`config.mk`:
```
export PLATFORM = sky130hd
export DESIGN_NAME = wr_control_flat
export DESIGN_NICKNAME = d
export VERILOG_FILES = /design/src/rtl/tpu_ctrl_pkg.sv /design/src/rtl/wr_control_if.sv /design/src/rtl/col_addr_gen.sv /design/src/rtl/wr_control.sv /design/src/flat_wrapper.sv
export SDC_FILE = /design/constraint.sdc
export NUM_CORES = 1
export LEC_CHECK = 0
export CORE_ASPECT_RATIO = 0.9
export CORE_MARGIN = 2
export CORE_UTILIZATION = 40
export CTS_CLUSTER_DIAMETER = 60
export CTS_CLUSTER_SIZE = 14
export DETAILED_ROUTE_END_ITERATION = 16
export GPL_TIMING_DRIVEN = 0
export PLACE_DENSITY = 0.68
export SLEW_MARGIN = 20
export SYNTH_ARGS = -nofsm -noshare
export SYNTH_HDL_FRONTEND = slang
export SYNTH_SLANG_ARGS = --single-unit
```
`constraint.sdc`:
```
create_clock -name clk -period 4.3 [get_ports clk]
set_input_delay 0.645 -clock clk [delete_from_list [all_inputs] [get_ports clk]]
set_output_delay 0.645 -clock clk [all_outputs]
set_load 0.02 [all_outputs]
```
`src/rtl/tpu_ctrl_pkg.sv`:
```
// ============================================================================
// tpu_ctrl_pkg : shared systolic-array control types (state codes, address width)
// Revision     : 1.0
// ============================================================================
`default_nettype none

package tpu_ctrl_pkg;

   localparam int ADDR_W = 8;

   typedef enum logic [1:0] {
      IDLE   = 2'd0,
      FILL   = 2'd1,
      DRAIN  = 2'd2,
      FINISH = 2'd3
   } wr_state_t;

   // Row addresses wrap modulo 2**ADDR_W by construction.
   function automatic logic [ADDR_W-1:0] row_addr(input logic [ADDR_W-1:0] base,
                                                  input logic [ADDR_W-1:0] offset);
      return base + offset;
   endfunction

endpackage

`default_nettype wire

```
`src/rtl/wr_control_if.sv`:
```
// ============================================================================
// wr_control_if : start/base request and per-column write bus of wr_control
// Revision      : 1.0
// ============================================================================
`default_nettype none

interface wr_control_if
   import tpu_ctrl_pkg::*;
#(
   parameter int width_height = 16
);
   localparam int data_width = width_height * ADDR_W;

   logic                    active;
   logic [ADDR_W-1:0]       base_addr;
   logic [width_height-1:0] wr_en;
   logic [data_width-1:0]   wr_addr;
   logic                    busy;
   logic                    done;

   modport master (
      output active,
      output base_addr,
      input  wr_en,
      input  wr_addr,
      input  busy,
      input  done
   );

   modport slave (
      input  active,
      input  base_addr,
      output wr_en,
      output wr_addr,
      output busy,
      output done
   );

endinterface

`default_nettype wire

```
`src/rtl/col_addr_gen.sv`:
```
// ============================================================================
// col_addr_gen : registered row address for one output column
// Revision     : 1.0
// ============================================================================
`default_nettype none

module col_addr_gen
   import tpu_ctrl_pkg::*;
#(
   parameter int COL     = 0,
   parameter int COUNT_W = 6
) (
   input  wire logic               clk,
   input  wire logic               reset,
   input  wire logic               en_next,
   input  wire logic [ADDR_W-1:0]  base,
   input  wire logic [COUNT_W-1:0] count_next,
   output logic      [ADDR_W-1:0]  addr
);

   logic [ADDR_W-1:0] w_offset;

   // Column COL lags column 0 by COL cycles: row = base + (k - 1 - COL).
   always_comb begin
      w_offset = ADDR_W'(count_next) - ADDR_W'(COL + 1);
   end

   always_ff @(posedge clk or negedge reset) begin
      if (!reset) begin
         addr <= '0;
      end else if (en_next) begin
         addr <= row_addr(base, w_offset);
      end else begin
         addr <= '0;
      end
   end

endmodule

`default_nettype wire

```
`src/rtl/wr_control.sv`:
```
// ============================================================================
// wr_control : staggered per-column write enables/addresses for one W x W tile
// Revision   : 1.0
// ============================================================================
`default_nettype none

module wr_control
   import tpu_ctrl_pkg::*;
#(
   parameter int width_height = 16
) (
   input  wire logic   clk,
   input  wire logic   reset,
   wr_control_if.slave bus
);

   localparam int W           = width_height;
   localparam int data_width  = W * ADDR_W;
   localparam int count_width = $clog2(2 * W) + 1;

   localparam logic [count_width-1:0] c_last     = count_width'(2 * W - 1);
   localparam logic [count_width-1:0] c_fill_end = count_width'(W);

   wr_state_t              r_state;
   logic [count_width-1:0] r_count;
   logic [ADDR_W-1:0]      r_base;
   logic [W-1:0]           r_en;
   logic                   r_busy;
   logic                   r_done;
   logic [data_width-1:0]  w_addr;

   logic                   w_start;
   logic                   w_last;
   logic                   w_insert;
   logic [W-1:0]           w_en_next;
   logic [count_width-1:0] w_count_next;
   logic [ADDR_W-1:0]      w_base_sel;

   // Next-cycle enable/count/base are shared by the FSM and the column address registers.
   always_comb begin
      w_start    = (r_state == IDLE) && bus.active;
      w_last     = ((r_state == FILL) || (r_state == DRAIN)) && (r_count == c_last);
      w_insert   = w_start || ((r_state == FILL) && (r_count < c_fill_end));
      w_en_next  = (r_en << 1) | W'(w_insert);
      w_base_sel = w_start ? bus.base_addr : r_base;
      if (w_start) begin
         w_count_next = count_width'(1);
      end else if (((r_state == FILL) || (r_state == DRAIN)) && !w_last) begin
         w_count_next = r_count + count_width'(1);
      end else begin
         w_count_next = '0;
      end
   end

   always_ff @(posedge clk or negedge reset) begin
      if (!reset) begin
         r_state <= IDLE;
         r_count <= '0;
         r_base  <= '0;
         r_en    <= '0;
         r_busy  <= 1'b0;
         r_done  <= 1'b0;
      end else begin
         r_count <= w_count_next;
         r_en    <= w_en_next;
         case (r_state)
            IDLE: begin
               if (bus.active) begin
                  r_base  <= bus.base_addr;
                  r_busy  <= 1'b1;
                  r_state <= FILL;
               end
            end
            FILL: begin
               if (w_last) begin
                  r_busy  <= 1'b0;
                  r_done  <= 1'b1;
                  r_state <= FINISH;
               end else if (r_count == c_fill_end) begin
                  r_state <= DRAIN;
               end
            end
            DRAIN: begin
               if (w_last) begin
                  r_busy  <= 1'b0;
                  r_done  <= 1'b1;
                  r_state <= FINISH;
               end
            end
            FINISH: begin
               r_done  <= 1'b0;
               r_state <= IDLE;
            end
            default: r_state <= IDLE;
         endcase
      end
   end

   for (genvar i = 0; i < W; i++) begin : g_col
      col_addr_gen #(
         .COL     (i),
         .COUNT_W (count_width)
      ) u_col (
         .clk        (clk),
         .reset      (reset),
         .en_next    (w_en_next[i]),
         .base       (w_base_sel),
         .count_next (w_count_next),
         .addr       (w_addr[i*ADDR_W +: ADDR_W])
      );
   end

   assign bus.wr_en   = r_en;
   assign bus.wr_addr = w_addr;
   assign bus.busy    = r_busy;
   assign bus.done    = r_done;

endmodule

`default_nettype wire

```
`src/flat_wrapper.sv`:
```
// flat-port wrapper written by rule: the top's interface ports become plain ports
module wr_control_flat import tpu_ctrl_pkg::*;
#(
   parameter int width_height = 16
)
  (clk, reset, bus_active, bus_base_addr, bus_wr_en, bus_wr_addr, bus_busy, bus_done);
  wr_control_if #(.width_height(width_height)) bus_i ();
  input  wire logic clk;
  input  wire logic reset;
  input wire logic [$bits(bus_i.active)-1:0] bus_active;
  input wire logic [$bits(bus_i.base_addr)-1:0] bus_base_addr;
  output wire logic [$bits(bus_i.wr_en)-1:0] bus_wr_en;
  output wire logic [$bits(bus_i.wr_addr)-1:0] bus_wr_addr;
  output wire logic [$bits(bus_i.busy)-1:0] bus_busy;
  output wire logic [$bits(bus_i.done)-1:0] bus_done;
  assign bus_i.active = bus_active;
  assign bus_i.base_addr = bus_base_addr;
  assign bus_wr_en = bus_i.wr_en;
  assign bus_wr_addr = bus_i.wr_addr;
  assign bus_busy = bus_i.busy;
  assign bus_done = bus_i.done;
  wr_control #(.width_height(width_height)) u_core (.clk(clk), .reset(reset), .bus(bus_i));
endmodule
```
# ---- After elaboration in Yosys (flattened, before gate mapping)
# Cells that the tools add are included.
dict set report word_totals {
  ff_bits 162
  input_bits 11
  out_inout_bits 146
  elab_cells 110
}
dict set report classes {
  n_addsub 33
  magnitude_cmp 1
  n_eq_ne 9
  mux 29
  bitwise 1
  reduce_logical 15
}
# op count
set op_table {}
lappend op_table {{8-bit 2-to-1 mux} 17}
lappend op_table {{8-bit adder} 16}
lappend op_table {{6-bit by 4-bit subtractor with 7-bit output (second input constant)} 8}
lappend op_table {{6-bit by 3-bit subtractor with 7-bit output (second input constant)} 4}
lappend op_table {{16-bit by 1-bit bitwise OR with 16-bit output} 1}
lappend op_table {{6-bit by 2-bit subtractor with 7-bit output (second input constant)} 2}
lappend op_table {{6-bit by 5-bit equality test with 1-bit output (second input constant)} 2}
lappend op_table {{6-bit 2-to-1 mux} 2}
lappend op_table {{2-bit 2-to-1 mux} 4}
lappend op_table {{2-bit one-hot mux with 4 select lines} 1}
lappend op_table {{6-bit by 1-bit subtractor with 7-bit output (second input constant)} 1}
lappend op_table {{6-bit by 5-bit subtractor with 7-bit output (second input constant)} 1}
lappend op_table {{6-bit by 1-bit adder with 6-bit output (second input constant)} 1}
lappend op_table {{6-bit by 5-bit < comparator with 1-bit output (second input constant)} 1}
lappend op_table {{3-bit AND reduction} 2}
lappend op_table {{2-bit equality test (second input constant)} 2}
lappend op_table {{1-bit logical AND} 4}
lappend op_table {{2-bit by 1-bit != test with 1-bit output (second input constant)} 2}
lappend op_table {{1-bit one-hot mux with 2 select lines} 2}
lappend op_table {{2-bit AND reduction} 2}
lappend op_table {{2-bit nonzero test} 2}
lappend op_table {{1-bit 2-to-1 mux} 3}
lappend op_table {{3-bit by 2-bit != test with 1-bit output (second input constant)} 1}
lappend op_table {{2-bit by 1-bit equality test with 1-bit output (second input constant)} 1}
lappend op_table {{5 further kinds} 6}

# ---- Logic depth before layout (Yosys ltp)
# Gate-level depths: netlist of the first run.
dict set report logic_depth {
  ltp_word 10
  mapped_depth 19
  ltp_nobuf 17
}

# ---- Modules after synthesis
# A second synthesis of the first run with hierarchy kept.
dict set report unflattened {
  hier_cells 1156
  area_unflattened_um2 11519.8
}
# module instances cells_per_inst area_per_inst_um2 seq_area_each_um2
set by_module_without_submodules {}
lappend by_module_without_submodules {wr_control 1 92 1316.3 850.8}
lappend by_module_without_submodules {{col_addr_gen at u_core.g_col[8].u_col} 1 74 694.4 200.2}
lappend by_module_without_submodules {{col_addr_gen at u_core.g_col[14].u_col} 1 71 681.9 200.2}
lappend by_module_without_submodules {{col_addr_gen at u_core.g_col[12].u_col} 1 72 669.4 200.2}
lappend by_module_without_submodules {{col_addr_gen at u_core.g_col[4].u_col} 1 68 666.9 200.2}
lappend by_module_without_submodules {{col_addr_gen at u_core.g_col[10].u_col} 1 71 661.9 200.2}
lappend by_module_without_submodules {{col_addr_gen at u_core.g_col[13].u_col} 1 67 655.6 200.2}
lappend by_module_without_submodules {{col_addr_gen at u_core.g_col[6].u_col} 1 65 653.1 200.2}
lappend by_module_without_submodules {{col_addr_gen at u_core.g_col[0].u_col} 1 73 651.9 200.2}
lappend by_module_without_submodules {{col_addr_gen at u_core.g_col[9].u_col} 1 71 649.4 200.2}
lappend by_module_without_submodules {{col_addr_gen at u_core.g_col[2].u_col} 1 69 635.6 200.2}
lappend by_module_without_submodules {{col_addr_gen at u_core.g_col[5].u_col} 1 62 631.9 200.2}
lappend by_module_without_submodules {{col_addr_gen at u_core.g_col[1].u_col} 1 69 619.3 200.2}
lappend by_module_without_submodules {{col_addr_gen at u_core.g_col[3].u_col} 1 60 591.8 200.2}
lappend by_module_without_submodules {{+3 rows} - - - -}

# ---- Worst setup path before layout of the first run
# OpenSTA, ideal clock, no wires.
dict set report synth_timing {
  kind {flip-flop to flip-flop}
  startpoint {register u_core.r_state[0]}
  endpoint {register u_core.g_col[14].u_col.addr[5]}
  setup_ns 0.119
  arrival_time_ns 3.652
  required_ns 4.181
  slack_ns 0.529
  path_stages_with_launch 18
  path_buffers 2
  synth_period_minus_slack_ns 3.771
  path_cell_list {dfrtp_1 inv_1 ha_1 and2_1 buf_2 nor2_1 nand2_1 clkinv_1 ha_1 clkbuf_1 a2111oi_0 a31o_2 ha_1 and2_1 a311o_1 a21oi_1 xnor2_1 and2_1}
}
dict set report synth_between {
  elab_chain_cells 10
  elab_cells_between_ends 14
  classes_between {add/sub (2); eq/ne (2); mux (4); reduce/logical (6)}
}
# item line
set synth_lines {}
lappend synth_lines {{start, declared} wr_control.sv:24} ;# wr_state_t r_state;
lappend synth_lines {{start signal, assigned} wr_control.sv:57} ;# r_state <= IDLE;
lappend synth_lines {{start signal, assigned} wr_control.sv:71} ;# r_state <= FILL;
lappend synth_lines {{start signal, assigned} wr_control.sv:78} ;# r_state <= FINISH;
lappend synth_lines {{2-bit by 1-bit equality test with 1-bit output or 2-bit equality test (tied branches)} {wr_control.sv:42, wr_control.sv:48}}
lappend synth_lines {{1-bit logical OR} {wr_control.sv:42, wr_control.sv:48}}
lappend synth_lines {{1-bit logical AND} wr_control.sv:42} ;# w_last = ((r_state == FILL) || (r_state == DRAIN)) && (r_count == c_last);
lappend synth_lines {{1-bit logical NOT} wr_control.sv:48} ;# end else if (((r_state == FILL) || (r_state == DRAIN)) && !w_last) begin
lappend synth_lines {{1-bit logical AND} wr_control.sv:48}
lappend synth_lines {{6-bit 2-to-1 mux} wr_control.sv:48}
lappend synth_lines {{6-bit 2-to-1 mux *} wr_control.sv:46} ;# if (w_start) begin
lappend synth_lines {{via u_core.g_col[0].u_col.count_next[2]} col_addr_gen.sv:17} ;# input wire logic [COUNT_W-1:0] count_next,
lappend synth_lines {{6-bit by 4-bit subtractor with 7-bit output *} col_addr_gen.sv:25} ;# w_offset = ADDR_W'(count_next) - ADDR_W'(COL + 1);
lappend synth_lines {{8-bit adder *} tpu_ctrl_pkg.sv:21} ;# return base + offset;
lappend synth_lines {{8-bit 2-to-1 mux *} col_addr_gen.sv:31} ;# end else if (en_next) begin
lappend synth_lines {{end signal, assigned} col_addr_gen.sv:32} ;# addr <= row_addr(base, w_offset);
lappend synth_lines {{end, declared} col_addr_gen.sv:18} ;# output logic [ADDR_W-1:0] addr
# Mark *: on every way through the listed nets, which the timed path passes. The rest lies on a longest branch.
# A chain may end at the register's enable or synchronous reset.

# ---- Worst setup path after layout of the first run
dict set report layout_timing {
  startpoint {register u_core.r_state[0]}
  endpoint {register u_core.g_col[5].u_col.addr[7]}
}
dict set report layout_between {
  elab_chain_cells 10
  elab_cells_between_ends 14
  classes_between {add/sub (2); eq/ne (2); mux (4); reduce/logical (6)}
}
# item line
set layout_lines {}
lappend layout_lines {{2-bit by 1-bit equality test with 1-bit output or 2-bit equality test (tied branches)} {wr_control.sv:42, wr_control.sv:48}}
lappend layout_lines {{1-bit logical OR} {wr_control.sv:42, wr_control.sv:48}}
lappend layout_lines {{1-bit logical AND} wr_control.sv:42}
lappend layout_lines {{1-bit logical NOT} wr_control.sv:48}
lappend layout_lines {{1-bit logical AND} wr_control.sv:48}
lappend layout_lines {{6-bit 2-to-1 mux} wr_control.sv:48}
lappend layout_lines {{6-bit 2-to-1 mux} wr_control.sv:46}
lappend layout_lines {{6-bit by 3-bit subtractor with 7-bit output} col_addr_gen.sv:25}
lappend layout_lines {{8-bit adder *} tpu_ctrl_pkg.sv:21}
lappend layout_lines {{8-bit 2-to-1 mux *} col_addr_gen.sv:31}
lappend layout_lines {{end signal, assigned} col_addr_gen.sv:32}
lappend layout_lines {{end, declared} col_addr_gen.sv:18}
# Every way passes the cells marked *; elsewhere a longest branch is shown, timed or not.

==> insert_results.sql, run 1 <==
INSERT INTO impl_metrics (metric_group, metric, value, unit) VALUES
('worst_setup_path', 'start_kind', 'flip-flop', ''),
('synth', 'ys_dominant_reg_cell', 'sky130_fd_sc_hd__dfrtp_1', ''),
('worst_setup_path', 'cp_top_family', 'compound AO/OA/AOI/OAI gates', ''),
('timing', 'finalWorstPathRequiredPeriod', '4.19', 'ns'),
('worst_setup_path', 'worst-path-max-fanout', '15', ''),
('synth', 'async_flop_share', '1.00', ''),
('synth', 'ys_ff_latch', '162', ''),
('cts', 'cts_tree', 'yes', ''),
('cts', 'cts-htree-levels', '4', ''),
('cts', 'cts_max_path_buffers', '2', ''),
('floorplanning', 'die_outline_area', '0.0270', 'mm²'),
('layout', 'fillerInstances', '2336', ''),
('worst_setup_path', 'timing.setup.critical_path_class', 'reg2reg', ''),
('layout', 'finalNetCount', '1351', ''),
('routing', 'dr_total_vias', '8329', ''),
('timing', 'report.final.hold_viol_count', '0', ''),
('routing', 'routedWlPerCell', '17.7', 'µm'),
('synth', 'synth-seq-area-share', '0.394', ''),
('timing', 'worst-slew-pin-transition', '1.02', 'ns'),
('synth', 'synth_cells', '1046', ''),
('global_routing', 'grt_antenna_before_repair', '1', ''),
('routing', 'postRouteAntennaNets', '0', ''),
('global_routing', 'first_global_vias', '7989', ''),
('routing', 'drc_errors', '0', ''),
('timing', 'whs', '0.147', 'ns'),
('timing', 'final.period_utilization', '0.975', ''),
('floorplanning', 'design.core.area', '0.0252', 'mm²'),
('global_routing', 'grt_overall_usage', '0.209', ''),
('routing', 'drt-pass1-iter-count', '7', ''),
('worst_setup_path', 'required', '4.63', 'ns'),
('synth', 'xor_xnor_cell_area_share_of_the_yosys_netlist', '0.0920', ''),
('timing', 'worst_clock_skew', '0.0137', 'ns'),
('hold_path', 'min-delay-path-class', 'in2async', ''),
('cts', 'clock_insertion_delay_worst_skew', '0.45', 'ns'),
('synth', 'ys_types', '66', ''),
('floorplanning', 'floorplan.initialDensity', '0.408', ''),
('synth', 'syn_nets', '1168', ''),
('floorplanning', 'floorplan.io_pins', '157', ''),
('synth', 'synth-compound-area-share', '0.145', ''),
('worst_setup_path', 'cp.buffers_inverters', '6', ''),
('routing', 'drt-vias-per-instance', '5.25', ''),
('synth', 'synthAdderAreaFrac', '0.138', ''),
('synth', 'yosys_warnings', '0', ''),
('floorplanning', 'rows', '55', ''),
('worst_setup_path', 'end_kind', 'flip-flop', ''),
('worst_setup_path', 'slowest_stage', 'sky130_fd_sc_hd__dfrtp_1', ''),
('timing', 'achievable-frequency', '0.239', 'GHz'),
('routing', 'detail_route.iter0.violations', '627', ''),
('routing', 'routed_wl', '28100', 'µm'),
('placement', 'post-dp-hpwl', '20300', 'µm'),
('layout', 'synthToLayoutAreaGrowth', '26.8', '%'),
('layout', 'seq_area', '0.00405', 'mm²'),
('worst_setup_path', 'critical_path.cell_chain', 'inv_1 -> ha_1 -> buf_2 -> a21bo_2 -> a21o_1 -> nor2_1 -> inv_1 -> buf_12 -> ha_1 -> clkbuf_4 -> nand2b_1 -> mux2i_4 -> o22ai_1 -> ha_1 -> inv_1 -> nor3_1 -> o21ai_0 -> xnor3_1 -> and2_1', ''),
('global_routing', 'gr-total-overflow', '0', ''),
('placement', 'place.port_buffers', '156', ''),
('synth', 'synth.mux.area_fraction', '0.0101', ''),
('timing', 'unrepaired_setup_endpoints_after_global_routing', 'true', ''),
('global_routing', 'grt_max_degree', '92', ''),
('cts', 'cts_num_sinks', '162', ''),
('placement', 'gp_congestion', '0.937', ''),
('outcome', 'result_of_the_run', 'finished clean', ''),
('floorplanning', 'vertical_extent_of_the_die', '156', 'µm'),
('synth', 'synth.cell_area', '0.0103', 'mm²'),
('timing', 'worst_slew_margin_rel', '0.321', ''),
('cts', 'worst_setup_hold_path_clk_slew', '0.07', 'ns'),
('layout', 'multiInputGateArea', '0.00577', 'mm²'),
('worst_setup_path', 'max_stage_delay', '0.40', 'ns'),
('global_routing', 'global_route_wire_length_before_repair', '43800', 'µm'),
('cts', 'cts-buffers-inserted', '17', ''),
('run', 'drv_cap', '0', ''),
('synth', 'number_of_synthesized_flops_with_an_enable_pin', '0', ''),
('floorplanning', 'fp.dieW', '173', 'µm'),
('cts', 'clock-root-buffer', 'sky130_fd_sc_hd__clkbuf_16', ''),
('synth', 'average_footprint_of_a_synthesized_cell', '9.82', 'µm²'),
('timing', 'setup_viol', '0', ''),
('synth', 'post_synth_and_or_nand_nor_area_fraction', '0.172', ''),
('worst_setup_path', 'worstPathArrival', '4.52', 'ns'),
('layout', 'post_route_cells_drive_above_1_share', '0.0757', ''),
('timing', 'drv_slew', '0', ''),
('worst_setup_path', 'worst-r2r-setup-slack', '0.11', 'ns'),
('synth', 'synth_top_family_by_area', 'simple AND/OR/NAND/NOR gates', '');
## worst reg2reg max path, stage by stage (launching register included)
cell,delay (ns)
sky130_fd_sc_hd__dfrtp_1,0.40
sky130_fd_sc_hd__inv_1,0.11
sky130_fd_sc_hd__ha_1,0.28
sky130_fd_sc_hd__buf_2,0.21
sky130_fd_sc_hd__a21bo_2,0.28
sky130_fd_sc_hd__a21o_1,0.20
sky130_fd_sc_hd__nor2_1,0.17
sky130_fd_sc_hd__inv_1,0.14
sky130_fd_sc_hd__buf_12,0.19
sky130_fd_sc_hd__ha_1,0.20
sky130_fd_sc_hd__clkbuf_4,0.21
sky130_fd_sc_hd__nand2b_1,0.15
sky130_fd_sc_hd__mux2i_4,0.11
sky130_fd_sc_hd__o22ai_1,0.29
sky130_fd_sc_hd__ha_1,0.33
sky130_fd_sc_hd__inv_1,0.11
sky130_fd_sc_hd__nor3_1,0.06
sky130_fd_sc_hd__o21ai_0,0.24
sky130_fd_sc_hd__xnor3_1,0.25
sky130_fd_sc_hd__and2_1,0.17
## area by class of cell
cell class	count	area share
Clock inverter	14	0.0117
Clock buffer	18	0.0337
Tap cell	342	0.0328
Antenna cell	1	0.000192
Buffer	41	0.0193
Multi-Input combinational cell	773	0.443
Inverter	69	0.0208
Timing Repair Buffer	165	0.127
Sequential cell	162	0.311
## path summary, 6_finish.rpt
check,start,to,cells after the start
min,reset,u_core.g_col[11].u_col.addr[3],1
max,u_core.r_state[0],u_core.g_col[5].u_col.addr[7],19
min reg2reg,u_core.bus.wr_en[5],u_core.bus.wr_en[6],0
min in group clk,u_core.bus.wr_en[5],u_core.bus.wr_en[6],0
max reg2reg,u_core.r_state[0],u_core.g_col[5].u_col.addr[7],19
max in group asynchronous,reset,u_core.g_col[14].u_col.addr[5],2
## Yosys cell counts, types with 3 or more instances
cell,n,area (µm²)
sky130_fd_sc_hd__buf_4,17,128
sky130_fd_sc_hd__o211ai_1,9,67.6
sky130_fd_sc_hd__nor2_1,49,184
sky130_fd_sc_hd__fa_1,4,80.1
sky130_fd_sc_hd__inv_1,64,240
sky130_fd_sc_hd__clkbuf_1,16,60.1
sky130_fd_sc_hd__dfrtp_1,162,4050
sky130_fd_sc_hd__o21ai_0,48,240
sky130_fd_sc_hd__nand3b_1,10,75.1
sky130_fd_sc_hd__o22ai_1,8,50.1
sky130_fd_sc_hd__xnor3_1,7,158
sky130_fd_sc_hd__nand2_1,72,270
sky130_fd_sc_hd__and3_1,7,43.8
sky130_fd_sc_hd__o21a_1,8,60.1
sky130_fd_sc_hd__a31oi_1,23,144
sky130_fd_sc_hd__and2_1,70,438
sky130_fd_sc_hd__a311o_1,10,100
sky130_fd_sc_hd__a21o_1,25,188
sky130_fd_sc_hd__or4_1,3,22.5
sky130_fd_sc_hd__a21oi_1,51,255
sky130_fd_sc_hd__nor2b_1,20,125
sky130_fd_sc_hd__a211oi_1,4,30.0
sky130_fd_sc_hd__mux2i_1,9,90.1
sky130_fd_sc_hd__nor4_1,6,37.5
sky130_fd_sc_hd__nor3_1,19,95.1
sky130_fd_sc_hd__and3b_1,3,26.3
sky130_fd_sc_hd__nor4b_1,3,26.3
sky130_fd_sc_hd__or3_1,13,81.3
sky130_fd_sc_hd__ha_1,107,1340
sky130_fd_sc_hd__xnor2_1,65,569
sky130_fd_sc_hd__inv_2,3,11.3
sky130_fd_sc_hd__buf_2,5,25.0
sky130_fd_sc_hd__nor3b_1,10,75.1
sky130_fd_sc_hd__o2111ai_1,10,87.6
sky130_fd_sc_hd__o21bai_1,8,60.1
sky130_fd_sc_hd__buf_1,3,11.3
sky130_fd_sc_hd__nand2b_1,11,68.8
sky130_fd_sc_hd__nand3_1,26,130
sky130_fd_sc_hd__xor2_1,25,219
## cells by family after synthesis
family / count (synthesis)
flip-flops: 162
AO/OA/AOI/OAI: 224
AND/OR/NAND/NOR: 331
buffers and inverters: 111
adder cells (fa/ha/maj): 111
XOR/XNOR: 97
multiplexers: 10
## routing by layer
layer	routed length [µm]	share of wire	vias up	global-route usage
met5	0	0	-	0
met4	459	0.016	0	0.0569
met3	2040	0.073	46	0.0512
met2	12400	0.44	290	0.324
met1	13200	0.47	3984	0.292
li1	-	-	4009	-
## cell usage in the layout (no fill, tap or decap), types with 13 or more instances in the layout
cell	count
sky130_fd_sc_hd__nor2b_1	20
sky130_fd_sc_hd__nor2_1	49
sky130_fd_sc_hd__a31oi_1	23
sky130_fd_sc_hd__o21ai_0	47
sky130_fd_sc_hd__nand3_1	26
sky130_fd_sc_hd__buf_4	25
sky130_fd_sc_hd__ha_1	104
sky130_fd_sc_hd__dfrtp_1	162
sky130_fd_sc_hd__clkbuf_16	17
sky130_fd_sc_hd__or3_1	13
sky130_fd_sc_hd__xnor2_1	65
sky130_fd_sc_hd__clkdlybuf4s50_1	155
sky130_fd_sc_hd__nand2_1	71
sky130_fd_sc_hd__xor2_1	25
sky130_fd_sc_hd__a21o_1	25
sky130_fd_sc_hd__and2_1	70
sky130_fd_sc_hd__clkbuf_1	13
sky130_fd_sc_hd__inv_1	63
sky130_fd_sc_hd__nor3_1	19
sky130_fd_sc_hd__a21oi_1	49
## what timing repair did
item	in CTS	in global routing
hold buffers	0	0
buffers inserted	0	8
hold endpoints to repair	0	0
setup endpoints to repair	23	28
cloned	0	0
resized for setup	6	22
pin swaps	0	2
## state kept, by name (all words and copies together), names as in the netlist
name                     flops
u_core.g_col.u_col.addr    128
u_core.bus.wr_en            16
u_core.r_base                8
u_core.r_count               6
u_core.r_state               2
u_core.bus.busy              1
u_core.bus.done              1
## through the flow
stage,utilization,TNS (ns),cells,instance area (µm²),setup WS (ns)
2_1_floorplan,-,0,1046,10300,0.529
3_3_place_gp,0.487,-659.55,1544,12300,-4.01
3_5_place_dp,0.488,-14.22,1545,12300,-0.750
4_1_cts,0.512,0,1576,12900,0.00583
5_1_grt,0.517,-0.117,1584,13000,-0.0600
6_report,0.517,0,1585,13000,0.108
Power of run 1 is not shown: default switching activity piles up to over one toggle a cycle in this logic, so the estimate is an artifact.
==> run 2, diff against run 1 <==
DONT_BUFFER_PORTS = 1   (was default)
PLACE_DENSITY = 0.6   (was 0.68)
==> run 2 against run 1 <==
  * The flow now finishes with violations (hold timing)
  * Utilization down 6.3 points
  * Worst hold slack worse by 0.24 ns
  * Sequential cell count unchanged
  * Via count down 8.3%
  * Count of clock-buffer cells in the layout up 2
  * Non-clock buffer count down 158
  * Largest cell class unchanged
  * First-iteration DRC count down 4.5%
  * Cell area down 12%
==> insert_results.sql, run 2 (same netlist as run 1, synthesis figures left out) <==
INSERT INTO impl_metrics (metric_group, metric, value, unit) VALUES
('layout', 'antenna-diode-count', '0', ''),
('layout', 'largest_register', 'u_core.g_col.u_col.addr', ''),
('placement', 'placed_cell_area', '0.0107', 'mm²'),
('layout', 'post_route_cells_drive_above_1_share', '0.0886', ''),
('layout', 'post_layout_nonfiller_instances', '1426', ''),
('worst_setup_path', 'worstPathArrival', '4.38', 'ns'),
('placement', 'gp_congestion', '0.938', ''),
('outcome', 'violations_in_the_final_reports', 'hold timing', ''),
('cts', 'cts_tree', 'yes', ''),
('routing', 'routedWlPerCell', '19.4', 'µm'),
('floorplanning', 'fp.dieW', '173', 'µm'),
('routing', 'drc_errors', '0', ''),
('timing', 'final.period_utilization', '0.943', ''),
('routing', 'dr_total_vias', '7638', ''),
('timing', 'achievable-frequency', '0.247', 'GHz'),
('timing', 'worst_slew_margin_rel', '0.325', ''),
('cts', 'clock_insertion_delay_worst_skew', '0.45', 'ns'),
('timing', 'worst-slew-pin-transition', '1.01', 'ns'),
('timing', 'report.final.hold_viol_count', '162', ''),
('routing', 'drt-vias-per-instance', '5.36', ''),
('layout', 'design_area', '0.0114', 'mm²'),
('placement', 'place.port_buffers', '0', ''),
('global_routing', 'gr-total-overflow', '0', ''),
('timing', 'whs', '-0.0960', 'ns'),
('hold_path', 'min-delay-path-class', 'in2async', ''),
('timing', 'setup_viol', '0', ''),
('routing', 'drt-pass1-iter-count', '5', ''),
('layout', 'synthToLayoutAreaGrowth', '11.2', '%'),
('worst_setup_path', 'required', '4.62', 'ns'),
('cts', 'cts-htree-levels', '4', ''),
('routing', 'routed_wl', '27700', 'µm'),
('global_routing', 'grt_overall_usage', '0.208', ''),
('placement', 'post-dp-hpwl', '19700', 'µm'),
('cts', 'cts_max_path_buffers', '2', ''),
('worst_setup_path', 'timing.setup.critical_path_class', 'reg2reg', ''),
('global_routing', 'grt_antenna_before_repair', '1', ''),
('routing', 'postRouteAntennaNets', '0', ''),
('layout', 'most-common-layout-cells', 'sky130_fd_sc_hd__dfrtp_1 (162), sky130_fd_sc_hd__ha_1 (103), sky130_fd_sc_hd__and2_1 (70), sky130_fd_sc_hd__nand2_1 (70), sky130_fd_sc_hd__xnor2_1 (65)', ''),
('timing', 'drv_slew', '0', ''),
('cts', 'cts-buffers-inserted', '17', ''),
('layout', 'finalNetCount', '1193', ''),
('routing', 'detail_route.iter0.violations', '599', ''),
('outcome', 'result_of_the_run', 'complete, but fails checks', ''),
('floorplanning', 'floorplan.initialDensity', '0.408', ''),
('timing', 'finalWorstPathRequiredPeriod', '4.05', 'ns'),
('cts', 'cts_num_sinks', '162', ''),
('worst_setup_path', 'worst-path-max-fanout', '15', ''),
('layout', 'final_core_util', '0.454', ''),
('cts', 'worst_setup_hold_path_clk_slew', '0.07', 'ns'),
('layout', 'most_common_cell_after_layout_fill_and_taps_aside', 'sky130_fd_sc_hd__dfrtp_1', ''),
('placement', 'placed_cells_incl_taps', '1388', ''),
('floorplanning', 'rows', '55', ''),
('worst_setup_path', 'start_kind', 'flip-flop', ''),
('layout', 'largest_reg_flops', '128', ''),
('floorplanning', 'die_outline_area', '0.0270', 'mm²'),
('global_routing', 'first_global_vias', '7512', ''),
('timing', 'unrepaired_setup_endpoints_after_global_routing', 'false', ''),
('global_routing', 'global_route_wire_length_before_repair', '43100', 'µm'),
('worst_setup_path', 'end_kind', 'flip-flop', ''),
('floorplanning', 'design.core.area', '0.0252', 'mm²'),
('timing', 'worst_clock_skew', '0.0143', 'ns'),
('global_routing', 'grt_max_degree', '163', ''),
('run', 'drv_cap', '0', ''),
('cts', 'clock-root-buffer', 'sky130_fd_sc_hd__clkbuf_16', ''),
('floorplanning', 'vertical_extent_of_the_die', '156', 'µm'),
('floorplanning', 'floorplan.io_pins', '157', '');
==> run 2: worst max-delay path, stage by stage (launching register included) <==
cell	delay [ns]
sky130_fd_sc_hd__dfrtp_1	0.40
sky130_fd_sc_hd__inv_1	0.11
sky130_fd_sc_hd__ha_1	0.28
sky130_fd_sc_hd__clkbuf_4	0.19
sky130_fd_sc_hd__a21bo_2	0.27
sky130_fd_sc_hd__a21o_1	0.19
sky130_fd_sc_hd__nor2_1	0.17
sky130_fd_sc_hd__inv_1	0.12
sky130_fd_sc_hd__buf_6	0.20
sky130_fd_sc_hd__ha_1	0.21
sky130_fd_sc_hd__clkbuf_4	0.21
sky130_fd_sc_hd__nand2b_1	0.14
sky130_fd_sc_hd__mux2i_4	0.11
sky130_fd_sc_hd__a21oi_2	0.24
sky130_fd_sc_hd__ha_1	0.28
sky130_fd_sc_hd__inv_1	0.12
sky130_fd_sc_hd__a21oi_1	0.05
sky130_fd_sc_hd__o21ai_0	0.19
sky130_fd_sc_hd__xnor3_1	0.26
sky130_fd_sc_hd__and2_1	0.18
==> run 2: what timing repair did <==
item                                    CTS  global route
cloned                                    0             0
endpoints found under the hold margin   162           162
endpoints found under the setup margin   25            32
gates resized for setup                   8            26
pin swaps                                 0             4
buffers inserted                          0             7
==> run 2: per-layer routing <==
layer / routed length [µm] / global-route usage / vias to the layer above
met3: 1590 / 0.0509 / 26
met2: 12100 / 0.319 / 218
met1: 13600 / 0.295 / 3695
met4: 404 / 0.0549 / 0
li1: - / - / 3699
met5: 0 / 0 / -
==> run 2: layout make-up <==
| cell class | count | area (µm²) |
|---|---|---|
| Fill cell | 2482 | 13800 |
| Clock buffer | 20 | 467 |
| Tap cell | 342 | 428 |
| Buffer | 41 | 246 |
| Multi-Input combinational cell | 773 | 5790 |
| Inverter | 69 | 274 |
| Sequential cell | 162 | 4050 |
| Clock inverter | 12 | 119 |
| Timing Repair Buffer | 7 | 52.6 |
==> run 2: final timing paths <==
check | from | endpoint | slack [ns] | cells after the start
max reg2reg | u_core.r_state[1] | u_core.g_col[4].u_col.addr[7] | 0.25 | 19
min | reset | u_core.g_col[3].u_col.addr[5] | -0.1 | 0
min reg2reg | u_core.bus.wr_en[13] | u_core.bus.wr_en[14] | 0.45 | 0
max | u_core.r_state[1] | u_core.g_col[4].u_col.addr[7] | 0.25 | 19
max in group asynchronous | reset | u_core.g_col[12].u_col.addr[7] | 4.04 | 0
min in group clk | bus_base_addr[0] | u_core.r_base[0] | 0.33 | 2
==> run 2: per-stage QoR <==
| stage | TNS [ns] | worst slack (ns) |
|---|---|---|
| after CTS | 0 | 0.00658 |
| after global placement | -4.81 | -0.386 |
| after detailed placement | -5.16 | -0.389 |
| final | 0 | 0.245 |
| after global routing | 0 | 0.0234 |
| after floorplan | 0 | 0.529 |
Power of run 2 is left out for the same reason.
==> run 3, diff against run 2 <==
clock period = 5.2 ns   (was 4.3 ns; I/O delays follow)
==> run 3 against run 2 <==
  * Die area did not move
  * Critical path depth did not move
  * The flow now finishes without violations
  * Cell area decreased by 1.2%
==> insert_results.sql, run 3 (same netlist as run 1, synthesis figures left out) <==
INSERT INTO impl_metrics (metric_group, metric, value, unit) VALUES
('layout', 'most_common_cell_after_layout_fill_and_taps_aside', 'sky130_fd_sc_hd__dfrtp_1', ''),
('global_routing', 'grt_max_degree', '163', ''),
('floorplanning', 'floorplan.io_pins', '157', ''),
('global_routing', 'first_global_vias', '7518', ''),
('layout', 'synthToLayoutAreaGrowth', '9.86', '%'),
('timing', 'worst_slew_margin_rel', '0.321', ''),
('worst_setup_path', 'worstPathArrival', '5.08', 'ns'),
('layout', 'largest_reg_flops', '128', ''),
('hold_path', 'min-delay-path-class', 'in2async', ''),
('floorplanning', 'design.core.area', '0.0252', 'mm²'),
('routing', 'drt-pass1-iter-count', '5', ''),
('layout', 'fillerInstances', '2490', ''),
('cts', 'cts_max_path_buffers', '2', ''),
('layout', 'final_core_util', '0.448', ''),
('run', 'drv_cap', '0', ''),
('cts', 'cts-resized-gates', '0', ''),
('timing', 'report.final.hold_viol_count', '0', ''),
('routing', 'drc_errors', '0', ''),
('floorplanning', 'rows', '55', ''),
('layout', 'post_route_cells_drive_above_1_share', '0.0668', ''),
('layout', 'antenna-diode-count', '0', ''),
('routing', 'dr_total_vias', '7643', ''),
('routing', 'drt-vias-per-instance', '5.38', ''),
('timing', 'setup_slack', '0.442', 'ns'),
('layout', 'seq_area', '0.00405', 'mm²'),
('placement', 'placed_cells_incl_taps', '1388', ''),
('worst_setup_path', 'start_kind', 'flip-flop', ''),
('timing', 'drv_slew', '0', ''),
('worst_setup_path', 'worst-path-max-fanout', '11', ''),
('cts', 'post-cts-setup-buffers', '0', ''),
('layout', 'largest_register', 'u_core.g_col.u_col.addr', ''),
('placement', 'dp_slack', '0.511', 'ns'),
('timing', 'final.period_utilization', '0.915', ''),
('outcome', 'result_of_the_run', 'finished clean', ''),
('placement', 'post-dp-hpwl', '19700', 'µm'),
('cts', 'cts_tree', 'yes', ''),
('cts', 'cts_num_sinks', '162', ''),
('timing', 'worst-slew-pin-transition', '1.02', 'ns'),
('cts', 'worst_setup_hold_path_clk_slew', '0.07', 'ns'),
('layout', 'multiInputGateArea', '0.00573', 'mm²'),
('placement', 'gp_congestion', '0.938', ''),
('global_routing', 'gr-total-overflow', '0', ''),
('cts', 'cts_hold_repair.buffers', '0', ''),
('global_routing', 'grt_antenna_before_repair', '1', ''),
('floorplanning', 'floorplan.initialDensity', '0.408', ''),
('timing', 'unrepaired_setup_endpoints_after_global_routing', 'false', ''),
('floorplanning', 'vertical_extent_of_the_die', '156', 'µm'),
('layout', 'finalNetCount', '1187', ''),
('timing', 'worst_clock_skew', '0.0126', 'ns'),
('routing', 'postRouteAntennaNets', '0', ''),
('routing', 'detail_route.iter0.violations', '559', ''),
('routing', 'routed_wl', '27700', 'µm'),
('floorplanning', 'die_outline_area', '0.0270', 'mm²'),
('routing', 'routedWlPerCell', '19.5', 'µm'),
('worst_setup_path', 'required', '5.52', 'ns'),
('cts', 'clock_insertion_delay_worst_skew', '0.45', 'ns'),
('cts', 'clock-root-buffer', 'sky130_fd_sc_hd__clkbuf_16', ''),
('cts', 'cts-buffers-inserted', '17', ''),
('global_routing', 'grt_overall_usage', '0.209', ''),
('worst_setup_path', 'timing.setup.critical_path_class', 'reg2reg', ''),
('timing', 'achievable-frequency', '0.210', 'GHz'),
('layout', 'post_layout_nonfiller_instances', '1420', ''),
('timing', 'fin_setup_tns', '0', 'ns'),
('placement', 'place.port_buffers', '0', ''),
('floorplanning', 'fp.dieW', '173', 'µm'),
('worst_setup_path', 'end_kind', 'flip-flop', ''),
('timing', 'setup_viol', '0', ''),
('layout', 'most-common-layout-cells', 'sky130_fd_sc_hd__dfrtp_1 (162), sky130_fd_sc_hd__ha_1 (107), sky130_fd_sc_hd__nand2_1 (72)', ''),
('global_routing', 'global_route_wire_length_before_repair', '43200', 'µm'),
('cts', 'cts-htree-levels', '4', ''),
('timing', 'finalWorstPathRequiredPeriod', '4.76', 'ns');
## run 3: cell count changes in the layout (fill, tap and decap cells not counted), moves of 2 or more
cell | before | now
sky130_fd_sc_hd__buf_4 | 24 | 17
sky130_fd_sc_hd__clkbuf_1 | 12 | 16
sky130_fd_sc_hd__ha_1 | 103 | 107
sky130_fd_sc_hd__a21oi_1 | 48 | 51
sky130_fd_sc_hd__a21oi_2 | 4 | 1
sky130_fd_sc_hd__ha_2 | 3 | 0
sky130_fd_sc_hd__buf_2 | 3 | 5
sky130_fd_sc_hd__clkbuf_2 | 2 | 0
sky130_fd_sc_hd__clkbuf_4 | 2 | 0
sky130_fd_sc_hd__inv_6 | 7 | 5
sky130_fd_sc_hd__nand2_1 | 70 | 72
sky130_fd_sc_hd__nand2_2 | 2 | 0
sky130_fd_sc_hd__o21ai_0 | 46 | 48
## run 3: worst paths after layout
check                                                  to  depth (start not counted)  slack (ns)            startpoint
min in group clk                     u_core.bus.wr_en[14]                          0        0.45  u_core.bus.wr_en[13]
hold reg to reg                      u_core.bus.wr_en[14]                          0        0.45  u_core.bus.wr_en[13]
max in group asynchronous  u_core.g_col[12].u_col.addr[7]                          0        4.80                 reset
setup / recovery            u_core.g_col[4].u_col.addr[7]                         19        0.44     u_core.r_state[1]
hold / removal              u_core.g_col[3].u_col.addr[5]                          0        0.04                 reset
setup reg to reg            u_core.g_col[4].u_col.addr[7]                         19        0.44     u_core.r_state[1]
## run 3: cell type report
class                      count  share of cell area
sequential                   162               0.359
multi-input combinational    773               0.507
inverter                      69              0.0232
buffer                        42              0.0208
clock inverter                12              0.0105
clock buffer                  20              0.0413
tap                          342              0.0379
## run 3: through the flow
stage | instance area (µm²) | hold WS (ns)
finish | 11300 | 0.0388
global route | 11300 | 0.0153
CTS | 11300 | 0.0178
detailed placement | 10700 | 0.435
global placement | 10700 | 0.444
floorplan | 10300 | 0.386
## run 3: metal layers
layer	routed length [µm]	GRT usage	vias up	part of all wire
met1	13500	0.295	3689	0.49
met3	1750	0.0570	39	0.063
met2	12000	0.316	233	0.43
met4	486	0.0545	0	0.018
li1	-	-	3682	-
met5	0	0	-	0
## run 3: critical path, cell delays in order (launching register included)
cell                       delay [ns]
sky130_fd_sc_hd__dfrtp_1         0.42
sky130_fd_sc_hd__inv_1           0.14
sky130_fd_sc_hd__ha_1            0.24
sky130_fd_sc_hd__and2_1          0.14
sky130_fd_sc_hd__buf_2           0.19
sky130_fd_sc_hd__nor2_1          0.07
sky130_fd_sc_hd__nand2_1         0.32
sky130_fd_sc_hd__clkinv_1        0.51
sky130_fd_sc_hd__ha_1            0.36
sky130_fd_sc_hd__clkbuf_1        0.23
sky130_fd_sc_hd__a21oi_1         0.17
sky130_fd_sc_hd__o21ai_0         0.22
sky130_fd_sc_hd__a21oi_1         0.24
sky130_fd_sc_hd__xor2_1          0.22
sky130_fd_sc_hd__ha_1            0.32
sky130_fd_sc_hd__o21ai_0         0.10
sky130_fd_sc_hd__a21oi_1         0.08
sky130_fd_sc_hd__o21ai_0         0.19
sky130_fd_sc_hd__xnor3_1         0.28
sky130_fd_sc_hd__and2_1          0.19
Power of run 3 is left out for the same reason.
